--- src/rtl/fifo_rd_pkg.sv ---
// Shared types and sizing for the FIFO read-port controller and its output buffer.
package fifo_rd_pkg;

    typedef enum logic {
        RUN   = 1'b0,
        FLUSH = 1'b1
    } rd_state_e;

    localparam int BUF_DEPTH = 2;
    localparam int CNT_WIDTH = 2;

endpackage

--- src/rtl/fifo_rd_skid.sv ---
// Two-entry {data, ptr} output buffer with push/pop/clear; slot 0 is always the head.
module fifo_rd_skid
    import fifo_rd_pkg::*;
#(
    parameter int WIDTH     = 32,
    parameter int PTR_WIDTH = 6
) (
    input  logic                 clk,
    input  logic                 reset,
    input  logic                 push_i,
    input  logic [WIDTH-1:0]     push_data_i,
    input  logic [PTR_WIDTH-1:0] push_ptr_i,
    input  logic                 pop_i,
    input  logic                 clear_i,
    output logic [WIDTH-1:0]     head_data_o,
    output logic [PTR_WIDTH-1:0] head_ptr_o,
    output logic [CNT_WIDTH-1:0] cnt_o
);

    logic [WIDTH-1:0]     head_data_q, head_data_d;
    logic [PTR_WIDTH-1:0] head_ptr_q, head_ptr_d;
    logic [WIDTH-1:0]     tail_data_q, tail_data_d;
    logic [PTR_WIDTH-1:0] tail_ptr_q, tail_ptr_d;
    logic [CNT_WIDTH-1:0] cnt_q, cnt_d;
    logic                 pop_eff;
    logic                 push_eff;

    // Guard against popping an empty buffer or pushing into a full one without a pop.
    assign pop_eff  = pop_i && (cnt_q != '0);
    assign push_eff = push_i && ((cnt_q != CNT_WIDTH'(BUF_DEPTH)) || pop_eff);

    always_comb begin
        head_data_d = head_data_q;
        head_ptr_d  = head_ptr_q;
        tail_data_d = tail_data_q;
        tail_ptr_d  = tail_ptr_q;
        cnt_d       = cnt_q;
        if (clear_i) begin
            cnt_d = '0;
        end else begin
            case ({push_eff, pop_eff})
                2'b10: begin
                    if (cnt_q == '0) begin
                        head_data_d = push_data_i;
                        head_ptr_d  = push_ptr_i;
                    end else begin
                        tail_data_d = push_data_i;
                        tail_ptr_d  = push_ptr_i;
                    end
                    cnt_d = cnt_q + CNT_WIDTH'(1);
                end
                2'b01: begin
                    head_data_d = tail_data_q;
                    head_ptr_d  = tail_ptr_q;
                    cnt_d       = cnt_q - CNT_WIDTH'(1);
                end
                2'b11: begin
                    // Occupancy is unchanged; the new entry lands behind whatever remains.
                    if (cnt_q == CNT_WIDTH'(1)) begin
                        head_data_d = push_data_i;
                        head_ptr_d  = push_ptr_i;
                    end else begin
                        head_data_d = tail_data_q;
                        head_ptr_d  = tail_ptr_q;
                        tail_data_d = push_data_i;
                        tail_ptr_d  = push_ptr_i;
                    end
                end
                default: begin
                end
            endcase
        end
    end

    always_ff @(posedge clk or posedge reset) begin
        if (reset) begin
            head_data_q <= '0;
            head_ptr_q  <= '0;
            tail_data_q <= '0;
            tail_ptr_q  <= '0;
            cnt_q       <= '0;
        end else begin
            head_data_q <= head_data_d;
            head_ptr_q  <= head_ptr_d;
            tail_data_q <= tail_data_d;
            tail_ptr_q  <= tail_ptr_d;
            cnt_q       <= cnt_d;
        end
    end

    assign head_data_o = head_data_q;
    assign head_ptr_o  = head_ptr_q;
    assign cnt_o       = cnt_q;

endmodule

--- src/rtl/fifo_rd_port.sv ---
// Read-side controller for the Tomasulo FIFO: pops into a 2-entry buffer, flushes by pointer rewind.
// Optional delivered-entry counter (pop_cnt) is built when FIFO_RD_PORT_STATS_EN is defined.
module fifo_rd_port
    import fifo_rd_pkg::*;
#(
    parameter int WIDTH     = 32,
    parameter int PTR_WIDTH = 6
) (
    input  logic                 clk,
    input  logic                 reset,
    input  logic                 fifo_empty,
    input  logic [WIDTH-1:0]     fifo_dout,
    input  logic [PTR_WIDTH-1:0] fifo_r_ptr,
    input  logic                 fifo_r_fail,
    output logic                 fifo_r_en,
    output logic                 fifo_change_r_ptr_en,
    output logic [PTR_WIDTH-1:0] fifo_change_r_ptr_value,
    output logic                 out_valid,
    output logic [WIDTH-1:0]     out_data,
    output logic [PTR_WIDTH-1:0] out_ptr,
    input  logic                 out_ready,
    input  logic                 flush,
    input  logic [PTR_WIDTH-1:0] flush_ptr,
    output logic                 err
`ifdef FIFO_RD_PORT_STATS_EN
    ,
    output logic [15:0]          pop_cnt
`endif
);

    rd_state_e            state_q, state_d;
    logic [PTR_WIDTH-1:0] flush_ptr_q, flush_ptr_d;
    logic                 err_q, err_d;
    logic [CNT_WIDTH-1:0] cnt;
    logic                 pop_fifo;
    logic                 accept;

    // Pop gating depends only on registered occupancy, never on out_ready.
    always_comb begin
        state_d              = state_q;
        flush_ptr_d          = flush_ptr_q;
        pop_fifo             = 1'b0;
        fifo_change_r_ptr_en = 1'b0;
        case (state_q)
            RUN: begin
                pop_fifo = !reset && !fifo_empty && !flush && (cnt < CNT_WIDTH'(BUF_DEPTH));
                if (flush) begin
                    state_d     = FLUSH;
                    flush_ptr_d = flush_ptr;
                end
            end
            FLUSH: begin
                fifo_change_r_ptr_en = 1'b1;
                if (flush) begin
                    flush_ptr_d = flush_ptr;
                end else begin
                    state_d = RUN;
                end
            end
            default: begin
                state_d = RUN;
            end
        endcase
    end

    assign out_valid = (cnt != '0);
    assign accept    = out_valid && out_ready && !flush;
    assign err_d     = err_q || fifo_r_fail;

    always_ff @(posedge clk or posedge reset) begin
        if (reset) begin
            state_q     <= RUN;
            flush_ptr_q <= '0;
            err_q       <= 1'b0;
        end else begin
            state_q     <= state_d;
            flush_ptr_q <= flush_ptr_d;
            err_q       <= err_d;
        end
    end

    fifo_rd_skid #(
        .WIDTH     (WIDTH),
        .PTR_WIDTH (PTR_WIDTH)
    ) u_skid (
        .clk         (clk),
        .reset       (reset),
        .push_i      (pop_fifo),
        .push_data_i (fifo_dout),
        .push_ptr_i  (fifo_r_ptr),
        .pop_i       (accept),
        .clear_i     (flush),
        .head_data_o (out_data),
        .head_ptr_o  (out_ptr),
        .cnt_o       (cnt)
    );

    assign fifo_r_en               = pop_fifo;
    assign fifo_change_r_ptr_value = flush_ptr_q;
    assign err                     = err_q;

`ifdef FIFO_RD_PORT_STATS_EN
    logic [15:0] pop_cnt_q;

    // Counts delivered entries only; a handshake swallowed by a flush is not a delivery.
    always_ff @(posedge clk or posedge reset) begin
        if (reset) begin
            pop_cnt_q <= '0;
        end else if (accept) begin
            pop_cnt_q <= pop_cnt_q + 16'd1;
        end
    end

    assign pop_cnt = pop_cnt_q;
`endif

endmodule

--- config.mk ---
export PLATFORM = sky130hd
export DESIGN_NAME = fifo_rd_port
export DESIGN_NICKNAME = d
export VERILOG_FILES = /design/src/rtl/fifo_rd_pkg.sv /design/src/rtl/fifo_rd_skid.sv /design/src/rtl/fifo_rd_port.sv
export SDC_FILE = /design/constraint.sdc
export NUM_CORES = 1
export LEC_CHECK = 0
export BUFFER_PORTS_ARGS = -buffer_cell sky130_fd_sc_hd__buf_4
export CAP_MARGIN = 25
export CORE_ASPECT_RATIO = 0.9
export CORE_MARGIN = 5
export CORE_UTILIZATION = 40
export CTS_CLUSTER_SIZE = 12
export DETAILED_ROUTE_END_ITERATION = 7
export GPL_TIMING_DRIVEN = 0
export HOLD_SLACK_MARGIN = 0.08
export PLACE_DENSITY = 0.62
export SYNTH_ARGS = -nofsm -noshare
export SYNTH_HDL_FRONTEND = slang
export SYNTH_SLANG_ARGS = --single-unit
--- constraint.sdc ---
create_clock -name clk -period 2.35 [get_ports clk]
set_clock_uncertainty 0.15 [all_clocks]
set_input_delay 0.1175 -clock clk [delete_from_list [all_inputs] [get_ports clk]]
set_output_delay 0.1175 -clock clk [all_outputs]
set_load 0.1 [all_outputs]
==> summary.md <==
| Metric | Value |
|---|---|
| Status | completed |
| Max-capacitance violation count | 0 |
| Setup TNS | 0 ns |
| Post-DR vias/cell | about 4.8 |
| Startpoint Class | flop |
| Wire per inst | 15.5 um |
| Crit end category | flop |
| Starting Density | approximately 41% |
| Pins over their slew limit | 0 |
| Share of layout cells above drive strength 1 | 41.5% |
| Mapped cell area | roughly 3800 um^2 |
| # IOs | 98 |
| Commonest non-fill, non-tap cell in the layout | buf_4 |
| Die height | 102 um |
| Leak pwr | around 0.0025 uW |
| First-pass GRT wire length | between 15000 and 20000 um |
| Tot GR Track Use | between 10% and 20% |
| PnR worst setup slack | ~0.070 ns |
| Area grow syn2layout | 49.4% |
| FMAX | approximately 440 MHz |
| Post-Syn Nets | between 300 and 400 |
| WP data required | approximately 2.4 ns |
| Vias | 2819 |
| Hold WC Path Type | primary input to flop |
| Wirelength, routed | a little over 9000 um |
| Tmin final | 2.28 ns |
| Place WS | -0.317 ns |
| Synth Warn # | 0 |
| Fin. Hold Viols | 0 |
| Clock buffer depth | 2 |
| GRT overflow | 0 |
| Total power | ~8000 uW |
| Worst-path clk slew | about 0.080 ns |
| Maximum VDD drop | ~1100 uV |
| Avg Cell Area, Syn | approximately 13 um^2 |
| Remaining DRCs | 0 |
| CP max FO | 10 |
| Final net count | between 500 and 600 |
| Setup violators final | 0 |
| Router iterations before antenna repair | 4 |
| Vias in the first global route | between 3000 and 4000 |
| Flops & latches, synth | 86 |
| Num rows | 33 |
| Post-route antenna net violation count | 0 |
| CTS tree | yes |
| Worst EP arrival | between 2 and 2.5 ns |
| Die area | around 11000 um^2 |
| Largest net degree at the start of global routing | 32 |
| Post-synthesis sequential area ratio | between 50 and 60% |
| # diodes | 0 |
| RD Place Congestion | roughly 0.73 |
| Port bufs | 97 |
| Clock Tree Root | clkbuf_8 |
| Power per cell area | about 1400 nW/um^2 |
| Htree depth | 3 |
| Commonest non-fill, non-tap cells in the layout | 109 x buf_4, 85 x dfrtp_1, 54 x dlygate4sd3_1, 40 x nand2_1, 38 x mux2i_1 |
| Worst-Margin Slew | around 0.77 ns |
| Initial antenna violation count | 0 |
| DR iter-0 viols | 80 |
| Worst-skew pair later-pin latency | roughly 0.35 ns |
| Clock sinks | between 80 and 90 |
| Cell variety after synth | 28 |
| Die W | ~110 um |
| Core Box Area | 9170 um^2 |
| Post-synth top area share | a little under three fifths |
| Syn Inst Count | between 200 and 300 |
| Final period util | between 90 and 100% |
| Slew HR | around half |
| Final design utilization | between 60% and 70% |
| Largest cells by area after synthesis | dfrtp_1 57%, mux2i_1 10%, mux2_4 8.0% |
| Num CTS Buffers | 9 |
| Critical path type | flop to flop |
| HPWL after detailed placement | approximately 6100 um |
| Area leader, netlist | dfrtp_1 |
[layer usage]
metal | track usage (%) | routed length [um]
met5 | 0 | 0
met4 | 4.99 | 71
met3 | 4.50 | 586
met2 | 27.6 | 4240
met1 | 21.9 | 4260
[path summary, 6_finish.rpt]
path | start | to | slack (ns) | depth (start not counted)
worst max register to register | u_skid.cnt_o[1] | u_skid.tail_data_q[13] | 0.07 | 7
max in group asynchronous | reset | u_skid.tail_data_q[13] | 1.04 | 5
min in group asynchronous | reset | fifo_change_r_ptr_value[3] | 0.25 | 3
worst min register to register | err | err | 0.35 | 1
worst max-delay path | u_skid.cnt_o[1] | u_skid.tail_data_q[13] | 0.07 | 7
worst min-delay path | out_ready | u_skid.cnt_o[1] | 0.18 | 4
[critical path, cell delays in order, from the launching register on]
cell     delay, ns
dfrtp_1       0.42
buf_4         0.15
or4_4         0.48
nor2_4        0.16
and3_4        0.19
buf_6         0.15
buf_12        0.16
mux2_4        0.31
[kinds of logic (layout without fill, tap and decap cells)]
family | after synthesis | in the layout | synth area share, %
flops | 86 | 86 | 57.2
mux | 82 | 82 | 25.3
simple gates | 53 | 53 | 6.48
compound gates | 44 | 44 | 6.25
buf+inv | 22 | 202 | 3.82
fa+ha+maj | 3 | 3 | 0.997
[final cells by class]
class | instances | area, um^2
tap | 122 | 153
inverter | 5 | 22.5
timing repair buffer | 165 | 1410
multi-input combinational | 182 | 1500
sequential | 86 | 2150
fill | 745 | 3540
clock buffer | 11 | 131
clock inverter | 5 | 81.3
buffer | 16 | 171
[power breakdown]
group / switching [uW] / internal [uW] / total, uW
registers: 367 / 2120 / 2490
logic: 3200 / 1150 / 4350
clock network: 529 / 602 / 1130
total: 4090 / 3880 / 7970
[sequential cells by signal, indices dropped and copies added (netlist names)]
| signal | count |
|---|---|
| u_skid.head_data_o | 32 |
| u_skid.tail_data_q | 32 |
| fifo_change_r_ptr_value | 6 |
| u_skid.head_ptr_o | 6 |
| u_skid.tail_ptr_q | 6 |
| u_skid.cnt_o | 2 |
| err | 1 |
| state_q | 1 |
[what timing repair did]
item / 4_1_cts / 5_1_grt
setup endpoints to repair: 38 / 54
gates cloned: 0 / 1
resized for setup: 13 / 14
endpoints found under the hold margin: 112 / 0
pin swaps: 1 / 2
hold buffers: 54 / 0
setup buffers: 2 / 9
[metrics by stage]
| step | hold slack, ns | std cells | area (um^2) |
|---|---|---|---|
| 2_1_floorplan | -0.00105 | 290 | 3770 |
| 3_3_place_gp | 0.107 | 509 | 4650 |
| 3_5_place_dp | 0.0943 | 511 | 4690 |
| 4_1_cts | 0.153 | 583 | 5500 |
| 5_1_grt | 0.199 | 592 | 5620 |
| 6_report | 0.176 | 592 | 5620 |
[cell usage after synthesis]
master	instances
nor2_1	1
inv_1	5
or4bb_1	1
mux2_4	20
or2_2	1
buf_4	1
a211oi_2	1
nand2b_1	2
mux2_2	24
ha_1	3
buf_6	2
o22ai_1	1
o21ai_1	3
a21oi_1	2
dfrtp_1	86
buf_2	8
and3_1	2
nor2_2	1
o41a_1	1
buf_12	2
mux2i_1	38
nand2_1	40
clkbuf_1	4
or4_1	1
or4_4	1
o21ai_0	36
nor3_2	1
nor2b_1	2
No activity file was read; power rests on OpenSTA's default activity.
